[config.mk]
export PLATFORM = sky130hd
export DESIGN_NAME = rate_counter_array_flat
export DESIGN_NICKNAME = d
export VERILOG_FILES = /design/src/rtl/rate_counter_pkg.sv /design/src/rtl/rate_counter_array_if.sv /design/src/rtl/rate_counter_array_tick_gen.sv /design/src/rtl/rate_counter_array.sv /design/src/flat_wrapper.sv
export SDC_FILE = /design/constraint.sdc
export NUM_CORES = 1
export LEC_CHECK = 0
export BUFFER_PORTS_ARGS = -buffer_cell sky130_fd_sc_hd__buf_4
export CAP_MARGIN = 20
export CELL_PAD_IN_SITES_DETAIL_PLACEMENT = 0
export CELL_PAD_IN_SITES_GLOBAL_PLACEMENT = 1
export CORE_ASPECT_RATIO = 0.5
export CORE_MARGIN = 3
export CORE_UTILIZATION = 40
export CTS_BUF_LIST = sky130_fd_sc_hd__clkbuf_16
export DETAILED_ROUTE_END_ITERATION = 8
export PLACE_DENSITY = 0.86
export RECOVER_POWER = 100
export SETUP_SLACK_MARGIN = 0.2
export SLEW_MARGIN = 20
export SYNTH_ARGS = -nofsm -noshare
export SYNTH_HDL_FRONTEND = slang
export SYNTH_SLANG_ARGS = --single-unit
[constraint.sdc]
create_clock -name ClockIn -period 2.71 [get_ports ClockIn]
set_input_delay 0.813 -clock ClockIn [delete_from_list [all_inputs] [get_ports ClockIn]]
set_output_delay 0.813 -clock ClockIn [all_outputs]
set_load 0.03 [all_outputs]
[src/rtl/rate_counter_pkg.sv]
// -----------------------------------------------------------------------------
// rate_counter_pkg
//
// Shared definitions for the rate counter array:
//   - default build parameters (base tick period, speed code width)
//   - MAX_SPEED_CODE / DIV_WIDTH for the default build and the div_t type
//   - div_width(): divider width needed for any (clock frequency, speed width)
//     pair, so that the slowest speed code never truncates
//   - speed_period(): period in clock cycles selected by a speed code
// -----------------------------------------------------------------------------
package rate_counter_pkg;

    localparam int unsigned DEF_CLOCK_FREQUENCY = 500;
    localparam int unsigned DEF_SPEED_WIDTH     = 2;
    localparam int unsigned MAX_SPEED_CODE      = (32'd1 << DEF_SPEED_WIDTH) - 32'd1;

    // Period in clock cycles for a speed code: code 0 ticks every cycle,
    // code k>0 gives clk_freq doubled (k-1) times.
    function automatic logic [63:0] speed_period(input int unsigned code,
                                                 input int unsigned clk_freq);
        logic [63:0] period;
        if (code == 32'd0) begin
            period = 64'd1;
        end else begin
            period = 64'(clk_freq) << (code - 32'd1);
        end
        return period;
    endfunction

    // Smallest width w with 2**w >= longest period, so period-1 always fits.
    function automatic int unsigned div_width(input int unsigned clk_freq,
                                              input int unsigned speed_width);
        int unsigned max_code;
        logic [63:0] max_period;
        int unsigned w;
        max_code   = (32'd1 << speed_width) - 32'd1;
        max_period = speed_period(max_code, clk_freq);
        w          = 32'd1;
        for (int unsigned i = 32'd1; i < 32'd64; i++) begin
            if ((64'd1 << i) < max_period) begin
                w = i + 32'd1;
            end else begin
                w = w;
            end
        end
        return w;
    endfunction

    localparam int unsigned DIV_WIDTH = div_width(DEF_CLOCK_FREQUENCY, DEF_SPEED_WIDTH);

    typedef logic [DIV_WIDTH-1:0] div_t;

endpackage : rate_counter_pkg

[src/rtl/rate_counter_array_if.sv]
// -----------------------------------------------------------------------------
// rate_counter_array_if
//
// Control/status bundle of the rate counter array. All vectors carry one bit
// (or one packed field) per channel; channel i of a packed field sits at
// [i*WIDTH +: WIDTH].
//   master : drives Enable/Restart/Speed/Down/Saturate/Load/LoadValue,
//            observes CounterValue/Tick/Terminal (switch/key side)
//   slave  : the counter array itself
// -----------------------------------------------------------------------------
interface rate_counter_array_if #(
    parameter int unsigned NUM_CHANNELS = 2,
    parameter int unsigned COUNT_WIDTH  = 4,
    parameter int unsigned SPEED_WIDTH  = 2
);

    logic [NUM_CHANNELS-1:0]             Enable;
    logic [NUM_CHANNELS-1:0]             Restart;
    logic [NUM_CHANNELS*SPEED_WIDTH-1:0] Speed;
    logic [NUM_CHANNELS-1:0]             Down;
    logic [NUM_CHANNELS-1:0]             Saturate;
    logic [NUM_CHANNELS-1:0]             Load;
    logic [NUM_CHANNELS*COUNT_WIDTH-1:0] LoadValue;
    logic [NUM_CHANNELS*COUNT_WIDTH-1:0] CounterValue;
    logic [NUM_CHANNELS-1:0]             Tick;
    logic [NUM_CHANNELS-1:0]             Terminal;

    modport master (
        output Enable, Restart, Speed, Down, Saturate, Load, LoadValue,
        input  CounterValue, Tick, Terminal
    );

    modport slave (
        input  Enable, Restart, Speed, Down, Saturate, Load, LoadValue,
        output CounterValue, Tick, Terminal
    );

endinterface : rate_counter_array_if

[src/rtl/rate_counter_array_tick_gen.sv]
// -----------------------------------------------------------------------------
// rate_tick_gen
//
// One programmable rate divider producing a one-cycle Tick qualifier.
//   clk_i     : system clock
//   rst_ni    : asynchronous active-low reset (divider=0, disarmed)
//   enable_i  : run; low freezes the divider and suppresses the tick
//   restart_i : disarm; the next enabled cycle reloads from speed_i
//   speed_i   : speed code, sampled only on load cycles and at reload
//   tick_o    : combinational from registered state, enable and restart
//
// A disarmed divider spends one enabled cycle loading period-1, then counts
// down to zero; the cycle it sits at zero is the tick cycle, which reloads
// from the speed code present on that cycle. A speed change therefore never
// alters a period already in progress.
// -----------------------------------------------------------------------------
module rate_tick_gen
    import rate_counter_pkg::*;
#(
    parameter int unsigned CLOCK_FREQUENCY = DEF_CLOCK_FREQUENCY,
    parameter int unsigned SPEED_WIDTH     = DEF_SPEED_WIDTH
) (
    input  logic                   clk_i,
    input  logic                   rst_ni,
    input  logic                   enable_i,
    input  logic                   restart_i,
    input  logic [SPEED_WIDTH-1:0] speed_i,
    output logic                   tick_o
);

    localparam int unsigned DIV_W = div_width(CLOCK_FREQUENCY, SPEED_WIDTH);

    logic [DIV_W-1:0] div_q;
    logic [DIV_W-1:0] div_d;
    logic [DIV_W-1:0] reload_s;
    logic             armed_q;
    logic             armed_d;
    logic             tick_s;

    // Reload value (period-1) selected by the speed code on this cycle.
    always_comb begin
        reload_s = DIV_W'(speed_period(32'(speed_i), CLOCK_FREQUENCY) - 64'd1);
    end

    // Divider next state and tick decode; restart overrides enable.
    always_comb begin
        div_d   = div_q;
        armed_d = armed_q;
        tick_s  = 1'b0;
        if (restart_i) begin
            armed_d = 1'b0;
        end else if (enable_i) begin
            if (!armed_q) begin
                div_d   = reload_s;
                armed_d = 1'b1;
            end else if (div_q != {DIV_W{1'b0}}) begin
                div_d = div_q - DIV_W'(1);
            end else begin
                tick_s = 1'b1;
                div_d  = reload_s;
            end
        end else begin
            div_d   = div_q;
            armed_d = armed_q;
        end
    end

    // Divider state registers.
    always_ff @(posedge clk_i or negedge rst_ni) begin
        if (!rst_ni) begin
            div_q   <= {DIV_W{1'b0}};
            armed_q <= 1'b0;
        end else begin
            div_q   <= div_d;
            armed_q <= armed_d;
        end
    end

    assign tick_o = tick_s;

endmodule : rate_tick_gen

[src/rtl/rate_counter_array.sv]
// -----------------------------------------------------------------------------
// rate_counter_array
//
// NUM_CHANNELS independent display counters, each advanced by its own
// rate_tick_gen. Everything runs on ClockIn; Tick is a qualifier, never a
// clock.
//   ClockIn : system clock
//   Resetn  : asynchronous active-low reset (counts and dividers cleared)
//   bus     : rate_counter_array_if slave port
//             Enable/Restart/Speed     -> per-channel divider control
//             Down/Saturate            -> direction and wrap/saturate mode
//             Load/LoadValue           -> synchronous load, wins over Tick
//             CounterValue/Tick/Terminal <- per-channel status
//
// Terminal is combinational from the count and the current Down input, so
// it follows a direction flip immediately and reads 1 in reset for Down=1.
// -----------------------------------------------------------------------------
module rate_counter_array
    import rate_counter_pkg::*;
#(
    parameter int unsigned CLOCK_FREQUENCY = DEF_CLOCK_FREQUENCY,
    parameter int unsigned NUM_CHANNELS    = 2,
    parameter int unsigned COUNT_WIDTH     = 4,
    parameter int unsigned SPEED_WIDTH     = DEF_SPEED_WIDTH
) (
    input  logic                 ClockIn,
    input  logic                 Resetn,
    rate_counter_array_if.slave  bus
);

    localparam logic [COUNT_WIDTH-1:0] MAX_COUNT = {COUNT_WIDTH{1'b1}};
    localparam logic [COUNT_WIDTH-1:0] MIN_COUNT = {COUNT_WIDTH{1'b0}};

    logic [NUM_CHANNELS-1:0]                  tick_s;
    logic [NUM_CHANNELS-1:0]                  terminal_s;
    logic [NUM_CHANNELS-1:0][COUNT_WIDTH-1:0] count_all_s;

    for (genvar ch = 0; ch < NUM_CHANNELS; ch++) begin : g_ch

        logic [COUNT_WIDTH-1:0] count_q;
        logic [COUNT_WIDTH-1:0] count_d;

        rate_tick_gen #(
            .CLOCK_FREQUENCY (CLOCK_FREQUENCY),
            .SPEED_WIDTH     (SPEED_WIDTH)
        ) u_tick_gen (
            .clk_i     (ClockIn),
            .rst_ni    (Resetn),
            .enable_i  (bus.Enable[ch]),
            .restart_i (bus.Restart[ch]),
            .speed_i   (bus.Speed[ch*SPEED_WIDTH +: SPEED_WIDTH]),
            .tick_o    (tick_s[ch])
        );

        // Count next state: load beats advance; saturated channels still tick
        // but hold their terminal value.
        always_comb begin
            count_d = count_q;
            if (bus.Load[ch]) begin
                count_d = bus.LoadValue[ch*COUNT_WIDTH +: COUNT_WIDTH];
            end else if (tick_s[ch]) begin
                if (bus.Down[ch]) begin
                    if (count_q == MIN_COUNT) begin
                        count_d = bus.Saturate[ch] ? MIN_COUNT : MAX_COUNT;
                    end else begin
                        count_d = count_q - COUNT_WIDTH'(1);
                    end
                end else begin
                    if (count_q == MAX_COUNT) begin
                        count_d = bus.Saturate[ch] ? MAX_COUNT : MIN_COUNT;
                    end else begin
                        count_d = count_q + COUNT_WIDTH'(1);
                    end
                end
            end else begin
                count_d = count_q;
            end
        end

        // Channel count register.
        always_ff @(posedge ClockIn or negedge Resetn) begin
            if (!Resetn) begin
                count_q <= MIN_COUNT;
            end else begin
                count_q <= count_d;
            end
        end

        assign count_all_s[ch] = count_q;
        assign terminal_s[ch]  = bus.Down[ch] ? (count_q == MIN_COUNT)
                                              : (count_q == MAX_COUNT);
    end

    assign bus.CounterValue = count_all_s;
    assign bus.Tick         = tick_s;
    assign bus.Terminal     = terminal_s;

endmodule : rate_counter_array

[src/flat_wrapper.sv]
// flat-port wrapper written by rule: the top's interface ports become plain ports
module rate_counter_array_flat import rate_counter_pkg::*;
#(
    parameter int unsigned CLOCK_FREQUENCY = DEF_CLOCK_FREQUENCY,
    parameter int unsigned NUM_CHANNELS    = 2,
    parameter int unsigned COUNT_WIDTH     = 4,
    parameter int unsigned SPEED_WIDTH     = DEF_SPEED_WIDTH
)
  (ClockIn, Resetn, bus_Enable, bus_Restart, bus_Speed, bus_Down, bus_Saturate, bus_Load, bus_LoadValue, bus_CounterValue, bus_Tick, bus_Terminal);
  rate_counter_array_if #(.NUM_CHANNELS(NUM_CHANNELS), .COUNT_WIDTH(COUNT_WIDTH), .SPEED_WIDTH(SPEED_WIDTH)) bus_i ();
  input  logic ClockIn;
  input  logic Resetn;
  input wire logic [$bits(bus_i.Enable)-1:0] bus_Enable;
  input wire logic [$bits(bus_i.Restart)-1:0] bus_Restart;
  input wire logic [$bits(bus_i.Speed)-1:0] bus_Speed;
  input wire logic [$bits(bus_i.Down)-1:0] bus_Down;
  input wire logic [$bits(bus_i.Saturate)-1:0] bus_Saturate;
  input wire logic [$bits(bus_i.Load)-1:0] bus_Load;
  input wire logic [$bits(bus_i.LoadValue)-1:0] bus_LoadValue;
  output wire logic [$bits(bus_i.CounterValue)-1:0] bus_CounterValue;
  output wire logic [$bits(bus_i.Tick)-1:0] bus_Tick;
  output wire logic [$bits(bus_i.Terminal)-1:0] bus_Terminal;
  assign bus_i.Enable = bus_Enable;
  assign bus_i.Restart = bus_Restart;
  assign bus_i.Speed = bus_Speed;
  assign bus_i.Down = bus_Down;
  assign bus_i.Saturate = bus_Saturate;
  assign bus_i.Load = bus_Load;
  assign bus_i.LoadValue = bus_LoadValue;
  assign bus_CounterValue = bus_i.CounterValue;
  assign bus_Tick = bus_i.Tick;
  assign bus_Terminal = bus_i.Terminal;
  rate_counter_array #(.CLOCK_FREQUENCY(CLOCK_FREQUENCY), .NUM_CHANNELS(NUM_CHANNELS), .COUNT_WIDTH(COUNT_WIDTH), .SPEED_WIDTH(SPEED_WIDTH)) u_core (.ClockIn(ClockIn), .Resetn(Resetn), .bus(bus_i));
endmodule
# == Word-level counts from Yosys, hierarchy flattened ==
# Cells that the tools add are included.
# Widths: inputs -> output; s select.
# totals
out_inout_bits,12
wordCells,68
ff_bits,32
# op_classes
shift,2
reduce_logical,12
muxes,34
bitwise_logic,2
n_eq_ne,2
n_addsub,10
# ops
cell,count
$mux 11,6
$shl 9x32->11 const A,2
$mux 4,14
$sub 11x1->11 const B,4
$reduce_bool 11->1,2
$mux 1,14
$add 4x1->4 const B,2
$eq 4x4->1 const B,2
$logic_not 4->1,2
$reduce_bool 2->1,4
$sub 4x1->4 const B,2
$sub 2x1->3 const B,2
$logic_not 2->1,2
$reduce_and 2->1,2
$not 1->1,2

# == Logic depth before layout (Yosys ltp) ==
# Gate-level depths: netlist (run 1).
# logic_depth
ltp_word,7
mapped_depth,8

# == By module ==
# Synthesis (run 1) repeated with hierarchy kept, for this count alone.
# unflattened
cells_unflattened,312
area_unflattened_um2,2651.3
# modules_own_cells
module,area_per_inst_um2,seq_area_each_um2,n_inst,cells_per_inst
rate_tick_gen,908.4,300.3,2,103
rate_counter_array,834.6,200.2,1,106

# == Worst setup path after synthesis (run 1) ==
# No wires, ideal clock.
# synth_path
kind,reg2out
start,register u_core.g_ch[0].u_tick_gen.div_q[0]
end,output port bus_Tick[0]
path_buffers,3
setup_slack_ns,0.068
arrival_ns,1.829
t_required_ns,1.897
stages_incl_launch_ff,9
cell_sequence,dfrtp_1 inv_1 ha_1 or3b_1 buf_2 or3_4 buf_6 nor2_1 buf_4
# synth_between
elab_chain_len,5
# synth_rtl
item,line,source
"start, declared",rate_counter_array_tick_gen.sv:33,logic [DIV_W-1:0] div_q;
"start signal, assigned",rate_counter_array_tick_gen.sv:71,div_q <= {DIV_W{1'b0}};
"start signal, assigned",rate_counter_array_tick_gen.sv:74,div_q <= div_d;
$reduce_bool 11->1,rate_counter_array_tick_gen.sv:56,end else if (div_q != {DIV_W{1'b0}}) begin
$mux 1,rate_counter_array_tick_gen.sv:56,
$mux 1,rate_counter_array_tick_gen.sv:53,if (!armed_q) begin
$mux 1,rate_counter_array_tick_gen.sv:52,end else if (enable_i) begin
$mux 1,rate_counter_array_tick_gen.sv:50,if (restart_i) begin
"end, declared",flat_wrapper.sv:21,output wire logic [$bits(bus_i.Tick)-1:0] bus_Tick;
# No other way between the ends.

# == Final worst setup path (run 1) ==
# Same ends and word-level chain as after synthesis.

==> summary.md, run 1 <==
| Metric | Value |
|---|---|
| DR iter-0 viols | 285 |
| Post-synthesis instance total | 335 |
| Final instance area | 3370 sq um |
| Primary FF master, synth | dfrtp_1 |
| Most frequent cell after synthesis | dfrtp_1 |
| Cts hold-fix bufs | 0 |
| Clock Skews | 0.00827 ns |
| XOR/XNOR share of the synthesized area | 0.622% |
| # setup viols final | 0 |
| Clock slew at reported path FFs | 0.06 ns |
| Hold path start | u_core.g_ch[1].u_tick_gen.div_q[1]$_DFFE_PN0P_ |
| Top sig layer | met4 |
| Num CTS Buffers | 5 |
| FF-to-FF Start | u_core.g_ch[1].u_tick_gen.div_q[3]$_DFFE_PN0P_ |
| Setup TNS | 0 ns |
| Port buffer count | 35 |
| Post-synth top area share | 28.4% |
| DP Worst Slack | 0.0820 ns |
| Max Fclk | 375 MHz |
| Routed len/inst | 16.2 um |
| Worst Setup Slack, final | 0.0456 ns |
| Total Nets Final | 414 |
| Clock share of power | 35.1% |
| Final Max Tran Viols | 33 |
| Number of synthesized flops with an enable pin | 0 |
| Hold EP | u_core.g_ch[1].u_tick_gen.div_q[1]$_DFFE_PN0P_ |
| Hold path depth | 1 |
| Full die area | 8150 sq um |
| Core area | 6430 sq um |
| Number of diodes | 0 |
| Switching portion of total power | 34.3% |
| Most frequent cells after synthesis | dfrtp_1 (32), inv_1 (28), a21oi_1 (19), nor2_1 (19) |
| Final core occ | 52.4% |
| Crit path launch type | flop |
| R2R depth | 4 |
| Vias in the first global route | 2677 |
| Met3 WL post-DR | 358 um |
| Violated checks | capacitance limit, slew limit |
| Yosys Warn Count | 0 |
| Synth area leader | dfrtp_1 |
| Simple-gate share of the synthesized area | 25.5% |
| Max_slew headroom | -17.1% |
| CTS tree | yes |
| Worst R2R End | u_core.g_ch[1].u_tick_gen.div_q[0]$_DFFE_PN0P_ |
| FFs w/ async S/R, synth | 100% |
| Die height | 65.4 um |
| Synth Area in Compound Gates | 27.6% |
| Flops & latches, synth | 32 |
| Power Internal | 0.00122 W |
| MaxCap Viol Count | 1 |
| Pin count of the biggest net entering global routing | 33 |
| Sequential-to-total area share from yosys stat | 28.4% |
| GRT Util Overall | 18.7% |
| Clock insertion delay at the later pin of the skew report | 0.28 ns |
| Initial antenna violation count | 0 |
| Met2 wire len | 3470 um |
| Netlist cell types | 70 |
| Worst slew pin tran | 1.76 ns |
| Worst path arrival time | 1.85 ns |
| Area Overhead vs Synth | 19.6% |
| CP Data Required Time | 1.90 ns |
| CTS max path bufs | 2 |
| CTS sink count | 32 |
| Synth Area in Adders | 7.99% |
| Layout cell share with drive strength beyond 1 | 19.3% |
| Width of the die | 125 um |
| Pwr/cell area | 551 nW/um^2 |
| Hold_ws | 0.556 ns |
| Largest family of logic cells by synthesized area | compound AO/OA/AOI/OAI gates |
| Worst IR Drop VDD | 0.218 mV |
| Combinational Power Share | 28.4% |
| Initial Util | 43.8% |
| Routed wire length | 7490 um |
| Max FO, Critical Path | 2 |
| Final hold viol count | 0 |
| R2R setup slack | 0.41 ns |
| Psw | 0.000636 W |
| Post-synthesis mux area share | 2.58% |
| Vias/cell | 6.06 |
| FILL cells | 613 |
| Met1 WL | 3480 um |
| First-pass GRT wire length | 12700 um |
| Total global routing overflow | 0 |
| Dpl cell area | 3170 sq um |
| Post-DRT Antenna Nets | 0 |
| DR vias | 2792 |
| Setup crit end kind | output port |
| Critical path launch point | u_core.g_ch[0].u_tick_gen.div_q[0]$_DFFE_PN0P_ |
| Detailed placer's ending HPWL | 5090 um |
| Sequential power share | 36.5% |
| Rows | 20 |
| Synth Area per Inst | 8.41 sq um |
| DR DRC count | 0 |
| Status | finished, violations left |
| P_leak | 1.39 nW |
| Critical path class | reg2out |
| CTS root buf | clkbuf_16 |
| Detailed Routing Iterations Pass 1 | 5 |
| Synth Cell Area | 2820 sq um |
| Synth top area cells | dfrtp_1 (28%), ha_1 (8.0%), inv_1 (3.7%) |
| Top Ports | 36 |
| RSZ-0062 raised after global routing | true |
| Tightest Hold Check Type | reg2reg |
| Minimum clock period | 2.66 ns |
| Period utilization | 98.3% |
| Gpl congestion | 0.859 |
| H-Tree Depth | 2 |
| Synthesized net count | 377 |
[kinds of logic after synthesis]
group / after synthesis
simple gates: 123
flops: 32
fa+ha+maj: 18
mux: 7
compound gates: 105
xor+xnor: 2
buf+inv: 48
[worst max path at each step]
stage	slack [ns]	endpoint	cells past startpoint
final	0.05	bus_Tick[0]	6
after global routing	-0.009	bus_Tick[0]	6
after CTS	0.07	bus_Tick[0]	6
after detailed placement	0.08	bus_Tick[0]	5
after global placement	0.09	bus_Tick[0]	5
after floorplan	0.09	bus_Tick[0]	8
[power by group through the flow]
stage	Sequential [W]	Clock [W]	Combinational, W
floorplan	0.000659	0	0.000347
global placement	0.000674	0	0.000476
detailed placement	0.000679	0	0.000492
CTS	0.000672	0.000658	0.000525
global route	0.000690	0.000682	0.000585
finish	0.000677	0.000651	0.000528
[timing repair]
item / 4_1_cts / 5_1_grt
setup buffers: 3 / 1
pin swaps: 1 / 0
setup endpoints to repair: 2 / 3
gates resized for setup: 9 / 10
[critical path: stages, from the launching register on]
cell and delay [ns]:
dfrtp_1 0.40, inv_2 0.07, ha_1 0.14, or3b_4 0.37, or3_4 0.36, nor2_4 0.10
buf_6 0.13
[cell type report]
cell class                      instances  area [sq um]  area share (%)
Tap cell                               88           110            3.27
Inverter                               28           105            3.12
Clock buffer                            5           125            3.71
Timing Repair Buffer                   50           337            9.99
Clock inverter                          3          42.5            1.26
Sequential cell                        32           803            23.8
Multi-Input combinational cell        255          1850            54.8
[layer usage]
| metal | vias to the layer above | GRT usage [%] |
|---|---|---|
| met5 | - | 0 |
| met4 | 0 | 7.79 |
| met3 | 22 | 3.08 |
| met2 | 100 | 31.4 |
| met1 | 1339 | 24.3 |
| li1 | 1331 | - |
[state kept, by name, summed over array words and instances, names as in the netlist]
name and count:
u_core.g_ch.count_q 8, u_core.g_ch.u_tick_gen.armed_q 2, u_core.g_ch.u_tick_gen.div_q 22
[per-stage QoR]
stage,total power [W],std cells
6_report,0.00186,461
5_1_grt,0.00196,461
4_1_cts,0.00186,460
3_5_place_dp,0.00117,449
3_3_place_gp,0.00115,449
2_1_floorplan,0.00101,335
[cell usage in the layout (no fill, tap or decap), drive strengths merged, types with 3 or more instances in the layout]
cell and count:
a21o 3, inv 28, nand4b 4, nand2b 5
o31a 4, or3 5, o211ai 4, mux2i 5
nand2 19, a2bb2oi 8, o22ai 3, clkbuf 17
ha 18, a31oi 7, nor4 6, a211oi 4
a221oi 3, a311oi 3, nor2 19, buf 38
nand4bb 3, dfrtp 32, nand4 6, nand3 11
nand3b 7, o21ai 17, nor3b 5, nor3 13
a21oi 19, a22oi 4, nor2b 9
Note: power is estimated with default switching activity, not from simulation.
==> inputs of run 2 (changes only) <==
--- a/config.mk
+++ b/config.mk
@@ -13,9 +13,11 @@
 export CORE_MARGIN = 3
 export CORE_UTILIZATION = 40
 export CTS_BUF_LIST = sky130_fd_sc_hd__clkbuf_16
+export CTS_CLUSTER_DIAMETER = 200
 export DETAILED_ROUTE_END_ITERATION = 8
 export PLACE_DENSITY = 0.86
 export RECOVER_POWER = 100
+export REMOVE_ABC_BUFFERS = 1
 export SETUP_SLACK_MARGIN = 0.2
 export SLEW_MARGIN = 20
 export SYNTH_ARGS = -nofsm -noshare
==> constraint.sdc (replaced) <==
create_clock -name ClockIn -period 2.71 [get_ports ClockIn]
set_input_delay 0.542 -clock ClockIn [delete_from_list [all_inputs] [get_ports ClockIn]]
set_output_delay 0.542 -clock ClockIn [all_outputs]
set_load 0.03 [all_outputs]
==> run 2 against run 1 <==
The flow still finishes with violations (capacitance limit, slew limit). Register-to-register slack about the same. Routed wire length shrank 6.6%. Via count is 3.3% lower. Largest power group unchanged.
==> summary.md, run 2 (synthesis results as in run 1) <==
| Metric | Value |
|---|---|
| Hold_ws | 0.434 ns (-0.122 ns) |
| CTS sink count | 32 (unchanged) |
| Pin count of the biggest net entering global routing | 33 (unchanged) |
| Tightest Hold Check Type | in2reg |
| Number of diodes | 0 (unchanged) |
| CTS root buf | clkbuf_16 |
| R2R depth | 7 (+3) |
| Psw | 0.000603 W (-5.3%) |
| Top delay family on crit path | simple AND/OR/NAND/NOR gates |
| Pwr/cell area | 553 nW/um^2 (+0.52%) |
| Clock slew at reported path FFs | 0.05 ns (about the same) |
| Clock insertion delay at the later pin of the skew report | 0.28 ns (about the same) |
| Width of the die | 125 um (unchanged) |
| Combinational Power Share | 26.9% (-1.5 points) |
| Crit-path cells | inv_2, ha_1, or3b_1, or3_1, nor2_1, buf_4 |
| Core area | 6430 sq um (unchanged) |
| RSZ-0062 raised after global routing | true |
| Routed wire length | 6990 um (-6.6%) |
| Setup crit end kind | output port |
| Setup TNS | 0 ns (unchanged) |
| # setup viols final | 0 (unchanged) |
| Biggest regs | u_core.g_ch.u_tick_gen.div_q: 22 flops, u_core.g_ch.count_q: 8 flops, u_core.g_ch.u_tick_gen.armed_q: 2 flops |
| Post-DRT Antenna Nets | 0 (unchanged) |
| FILL cells | 628 (+2.4%) |
| CTS max path bufs | 2 (unchanged) |
| Num CTS Buffers | 5 (unchanged) |
| Final core occ | 50.5% (-1.9 points) |
| Crit path launch type | flop |
| Routed len/inst | 15.3 um (-5.6%) |
| Power Internal | 0.00120 W (-1.9%) |
| GRT Util Overall | 17.2% (-1.5 points) |
| Switching portion of total power | 33.5% (-0.78 points) |
| Layout cell share with drive strength beyond 1 | 13.3% (-6.0 points) |
| Area Overhead vs Synth | 15.3% |
| Worst slew pin tran | 1.81 ns (+0.0551 ns) |
| Crit path max-delay cell type | or3b_1 |
| Delay of the slowest cell on the worst path | 0.41 ns (about the same) |
| MaxCap Viol Count | 1 (unchanged) |
| Period utilization | 92.5% (-5.8 points) |
| CTS tree | yes |
| P_leak | 1.33 nW (-4.4%) |
| Vias/cell | 5.92 (-2.2%) |
| Violated checks | capacitance limit, slew limit |
| CP Buf/Inv Count | 2 (unchanged) |
| Full die area | 8150 sq um (unchanged) |
| Port buffer count | 35 (unchanged) |
| Worst IR Drop VDD | 0.348 mV (+60%) |
| Clock share of power | 35.5% (+0.4 points) |
| DR vias | 2700 (-3.3%) |
| Critical path launch point | u_core.g_ch[0].u_tick_gen.div_q[0]$_DFFE_PN0P_ |
| Max FO, Critical Path | 5 (+3) |
| Die height | 65.4 um (unchanged) |
| Status | finished, violations left |
| Critical path class | reg2out |
| Initial antenna violation count | 0 (unchanged) |
| FF-to-FF Start | u_core.g_ch[0].u_tick_gen.div_q[0]$_DFFE_PN0P_ |
| Rows | 20 (unchanged) |
| Register name with the most flops | u_core.g_ch.u_tick_gen.div_q |
| Detailed Routing Iterations Pass 1 | 4 (-1) |
| Largest register FFs | 22 (unchanged) |
| Number of cells on the critical path | 6 (unchanged) |
| Clock Skews | 0.00501 ns (-0.00326 ns) |
| R2R setup slack | 0.41 ns (about the same) |
| DR iter-0 viols | 141 (-51%) |
| Total Nets Final | 409 (-1.2%) |
| CP Data Required Time | 2.17 ns (+0.27 ns) |
| Total global routing overflow | 0 (unchanged) |
| Vias in the first global route | 2495 (-6.8%) |
| Detailed placer's ending HPWL | 5080 um (-0.20%) |
| Max Fclk | 399 MHz (+6.3%) |
| Commonest non-fill, non-tap cell in the layout | dfrtp_1 |
| H-Tree Depth | 2 (unchanged) |
| Worst path arrival time | 1.97 ns (+0.12 ns) |
| Worst R2R End | u_core.g_ch[0].count_q[1]$_DFFE_PN0P_ |
| Final Max Tran Viols | 33 (unchanged) |
| DR DRC count | 0 (unchanged) |
| Final hold viol count | 0 (unchanged) |
| Initial Util | 43.8% (unchanged) |
| Sequential power share | 37.7% (+1.2 points) |
| Setup crit end | bus_Tick[0] |
| First-pass GRT wire length | 11800 um (-7.5%) |
| Most frequent cells in the layout | dfrtp_1 (32), buf_4 (30), inv_1 (28) |
| Minimum clock period | 2.51 ns (-0.157 ns) |
| Max_slew headroom | -20.8% (-3.7 points) |
| Top Ports | 36 (unchanged) |
| Gpl congestion | 0.871 (+1.4%) |
## run 2: worst reg2reg max path: cells and delay by family (launching register included)
kind	cells	cell delay, ns
AND/OR/NAND/NOR	3	1.23
adder cells (fa/ha/maj)	1	0.15
buffers and inverters	2	0.25
flip-flops	1	0.39
AO/OA/AOI/OAI	1	0.14
## run 2: power groups by stage
stage	Sequential (W)	Combinational (W)	Clock (W)
5_1_grt	0.000693	0.000543	0.000673
6_report	0.000678	0.000483	0.000638
2_1_floorplan	0.000676	0.000309	0
3_5_place_dp	0.000685	0.000478	0
3_3_place_gp	0.000680	0.000462	0
4_1_cts	0.000674	0.000499	0.000649
## run 2: metrics by stage
step	instances	setup slack, ns	cell area (sq um)	power [W]
3_3_place_gp	443	0.369	3130	0.00114
6_report	456	0.203	3250	0.00180
4_1_cts	454	0.230	3320	0.00182
3_5_place_dp	443	0.326	3130	0.00116
5_1_grt	456	0.102	3250	0.00191
2_1_floorplan	315	0.263	2720	0.000985
## run 2: how the worst min path moves through the flow
stage,start,endpoint,depth (start not counted)
CTS,Resetn,u_core.g_ch[0].u_tick_gen.div_q[10]$_DFFE_PN0P_,1
floorplan,Resetn,u_core.g_ch[0].count_q[0]$_DFFE_PN0P_,0
global placement,Resetn,u_core.g_ch[0].u_tick_gen.div_q[7]$_DFFE_PN0P_,1
global route,bus_Restart[0],u_core.g_ch[0].u_tick_gen.armed_q$_DFFE_PN0P_,2
detailed placement,Resetn,u_core.g_ch[0].u_tick_gen.div_q[10]$_DFFE_PN0P_,1
finish,bus_Restart[0],u_core.g_ch[0].u_tick_gen.armed_q$_DFFE_PN0P_,2
## run 2: per-layer routing
metal | wire, um | track usage, % | vias up
li1 | - | - | 1330
met1 | 3310 | 23.2 | 1292
met2 | 3250 | 28.7 | 71
met3 | 375 | 3.90 | 7
met4 | 56 | 3.42 | 0
met5 | 0 | 0 | -
## run 2: final cells by class
cell class	count	area, sq um	share of cell area [%]
clock buffer	5	125	3.85
clock inverter	3	38.8	1.19
inverter	28	105	3.23
multi-input combinational	255	1780	54.8
sequential	32	801	24.6
tap	88	110	3.39
timing repair buffer	45	289	8.89
## run 2: what timing repair did
action                                  4_1_cts  5_1_grt
resized for setup                             2        1
hold buffers                                  0        0
pin swaps                                     1        0
endpoints found under the setup margin        1        2
buffers inserted                              3        2
cloned                                        0        0
==> inputs of run 3 (changes only) <==
--- a/config.mk
+++ b/config.mk
@@ -16,7 +16,6 @@
 export CTS_CLUSTER_DIAMETER = 200
 export DETAILED_ROUTE_END_ITERATION = 8
 export PLACE_DENSITY = 0.86
-export RECOVER_POWER = 100
 export REMOVE_ABC_BUFFERS = 1
 export SETUP_SLACK_MARGIN = 0.2
 export SLEW_MARGIN = 20
==> run 3 against run 2 <==
The run now ends clean. Register-to-register slack improved by 0.11 ns. Die area did not move. Power grew 1.5%. Clock skew shrank 0.00084 ns. Flip-flop and latch count is the same. First-iteration DRC count decreased by 16%. Final area increased by 2.7%. Cell count is the same. Routed wire length is 0.13% higher. Via count increased by 1.1%. Combinational power is 4.6% higher.
==> summary.md, run 3 (synthesis results as in run 1) <==
| Metric | Value |
|---|---|
| Status | finished, final reports clean |
| MaxCap Viol Count | 0 (-1) |
| Crit path max-delay cell type | or3b_4 |
| FILL cells | 600 (-4.5%) |
| Combinational Power Share | 27.7% (+0.8 points) |
| Commonest non-fill, non-tap cell in the layout | buf_4 |
| Psw | 0.000611 W (+1.5%) |
| CTS tree | yes |
| DP Worst Slack | 0.326 ns (unchanged) |
| Final hold viol count | 0 (unchanged) |
| Die height | 65.4 um (unchanged) |
| Worst IR Drop VDD | 0.350 mV (+0.44%) |
| # setup viols final | 0 (unchanged) |
| Detailed placer's ending HPWL | 5080 um (unchanged) |
| Worst slew pin tran | 0.596 ns (-1.22 ns) |
| Most frequent cells in the layout | buf_4 (45), dfrtp_1 (32), inv_1 (28) |
| Clock Skews | 0.00417 ns (-0.000840 ns) |
| Max Fclk | 403 MHz (+1.0%) |
| GRT Util Overall | 17.2% (unchanged) |
| Switching portion of total power | 33.5% (about the same) |
| Worst Setup Slack, final | 0.228 ns (+0.0251 ns) |
| Pin count of the biggest net entering global routing | 33 (unchanged) |
| Layout cell share with drive strength beyond 1 | 18.5% (+5.2 points) |
| Post-DRT Antenna Nets | 0 (unchanged) |
| Final core occ | 51.9% (+1.3 points) |
| Vias/cell | 5.98 (+1.1%) |
| Tightest Hold Check Type | in2async |
| DR DRC count | 0 (unchanged) |
| First-pass GRT wire length | 11800 um (unchanged) |
| Period utilization | 91.6% (-0.93 points) |
| Critical path class | reg2out |
| Largest register FFs | 22 (unchanged) |
| Area Overhead vs Synth | 18.4% |
| Width of the die | 125 um (unchanged) |
| Worst path arrival time | 1.94 ns (-0.03 ns) |
| CTS root buf | clkbuf_16 |
| Cts hold-fix bufs | 0 (unchanged) |
| Power Internal | 0.00121 W (+1.4%) |
| CTS sink count | 32 (unchanged) |
| Top Ports | 36 (unchanged) |
| Biggest regs | u_core.g_ch.u_tick_gen.div_q: 22 flops, u_core.g_ch.count_q: 8 flops, u_core.g_ch.u_tick_gen.armed_q: 2 flops |
| Full die area | 8150 sq um (unchanged) |
| CTS max path bufs | 2 (unchanged) |
| Rows | 20 (unchanged) |
| Core area | 6430 sq um (unchanged) |
| Initial Util | 43.8% (unchanged) |
| Minimum clock period | 2.48 ns (-0.0251 ns) |
| Delay of the slowest cell on the worst path | 0.40 ns (about the same) |
| Met1 Usage GRT | 23.2% (unchanged) |
| M2 GR Usage | 28.7% (unchanged) |
| Clock insertion delay at the later pin of the skew report | 0.28 ns (about the same) |
| Clock slew at reported path FFs | 0.05 ns (about the same) |
| Setup crit end kind | output port |
| Pwr/cell area | 547 nW/um^2 (-1.2%) |
| Clock share of power | 35.1% (-0.4 points) |
| Total Nets Final | 409 (unchanged) |
| Register name with the most flops | u_core.g_ch.u_tick_gen.div_q |
| Setup TNS | 0 ns (unchanged) |
| H-Tree Depth | 2 (unchanged) |
| Busiest grt layer | met2 |
| Detailed Routing Iterations Pass 1 | 4 (unchanged) |
| Gpl congestion | 0.871 (unchanged) |
| P_leak | 1.39 nW (+4.7%) |
| Number of diodes | 0 (unchanged) |
| Routed wire length | 7000 um (+0.13%) |
| Overall power | 0.00182 W (+1.5%) |
| DR iter-0 viols | 118 (-16%) |
| DR vias | 2729 (+1.1%) |
| Sequential power share | 37.2% (-0.5 points) |
| Routed len/inst | 15.3 um (+0.13%) |
| Crit path launch type | flop |
| Final Max Tran Viols | 0 (-100%) |
| Crit-path cells | inv_2, ha_1, or3b_4, or3_4, nor2_1, buf_4 |
| Vias in the first global route | 2495 (unchanged) |
| Max FO, Critical Path | 5 (unchanged) |
| CP Data Required Time | 2.17 ns (about the same) |
| Met3 Resource Use GR | 3.90% (unchanged) |
| Num CTS Buffers | 5 (unchanged) |
| RSZ-0062 raised after global routing | true |
| Port buffer count | 35 (unchanged) |
| Total global routing overflow | 0 (unchanged) |
| Initial antenna violation count | 0 (unchanged) |
| Max_slew headroom | 59.9% (+81 points) |
[run 3: changes by cell type in the layout (fill, tap and decap cells not counted), sizes merged]
cell and delta:
clkbuf -15, buf +15
[run 3: layout make-up]
cell class	instances	area, sq um	share of cell area (%)
Tap cell	88	110	3.30
Clock buffer	5	125	3.75
Multi-Input combinational cell	255	1820	54.5
Inverter	28	105	3.15
Sequential cell	32	801	24.0
Timing Repair Buffer	45	338	10.1
Clock inverter	3	38.8	1.16
[run 3: power by group through the flow]
stage	clock network [W]	logic [W]	registers (W)
finish	0.000640	0.000505	0.000679
global route	0.000673	0.000564	0.000694
CTS	0.000649	0.000499	0.000674
detailed placement	0	0.000478	0.000685
global placement	0	0.000462	0.000680
floorplan	0	0.000309	0.000676
[run 3: path summary, 6_finish.rpt]
path	startpoint	end	slack, ns	cells after the start
worst min register to register	u_core.g_ch[1].u_tick_gen.div_q[1]$_DFFE_PN0P_	u_core.g_ch[1].u_tick_gen.div_q[1]$_DFFE_PN0P_	0.55	1
min in group ClockIn	bus_Restart[0]	u_core.g_ch[0].u_tick_gen.armed_q$_DFFE_PN0P_	0.43	2
worst max-delay path	u_core.g_ch[0].u_tick_gen.div_q[0]$_DFFE_PN0P_	bus_Tick[0]	0.23	6
worst min-delay path	Resetn	u_core.g_ch[0].u_tick_gen.armed_q$_DFFE_PN0P_	0.20	1
worst max register to register	u_core.g_ch[0].u_tick_gen.div_q[0]$_DFFE_PN0P_	u_core.g_ch[0].u_tick_gen.div_q[8]$_DFFE_PN0P_	0.52	7
max in group asynchronous	Resetn	u_core.g_ch[1].u_tick_gen.div_q[9]$_DFFE_PN0P_	2.18	1
[run 3: stage by stage]
step	hold slack, ns	instance area, sq um	std cells
after CTS	0.226	3320	454
after global routing	0.239	3340	456
after detailed placement	0.518	3130	443
after global placement	0.509	3130	443
after floorplan	0.246	2720	315
final	0.202	3340	456
[run 3: repair_timing]
item,in CTS,in global routing
endpoints found under the hold margin,0,0
pin swaps,1,0
buffers inserted,3,2
gates resized for setup,2,1
gates cloned,0,0
setup endpoints to repair,1,2
[run 3: metal layers]
layer  share of wire, %  wire length (um)  up-vias
li1                   -                 -     1334
met5                  0                 0        -
met2                 46              3240       77
met1                 48              3340     1312
met3                5.2               366        6
met4               0.81                57        0
[run 3: worst max-delay path, delay by kind of cell, from the launching register on]
kind	cells	cell delay (ns)
adder cells (fa/ha/maj)	1	0.15
buffers and inverters	2	0.26
flip-flops	1	0.39
AND/OR/NAND/NOR	3	0.87
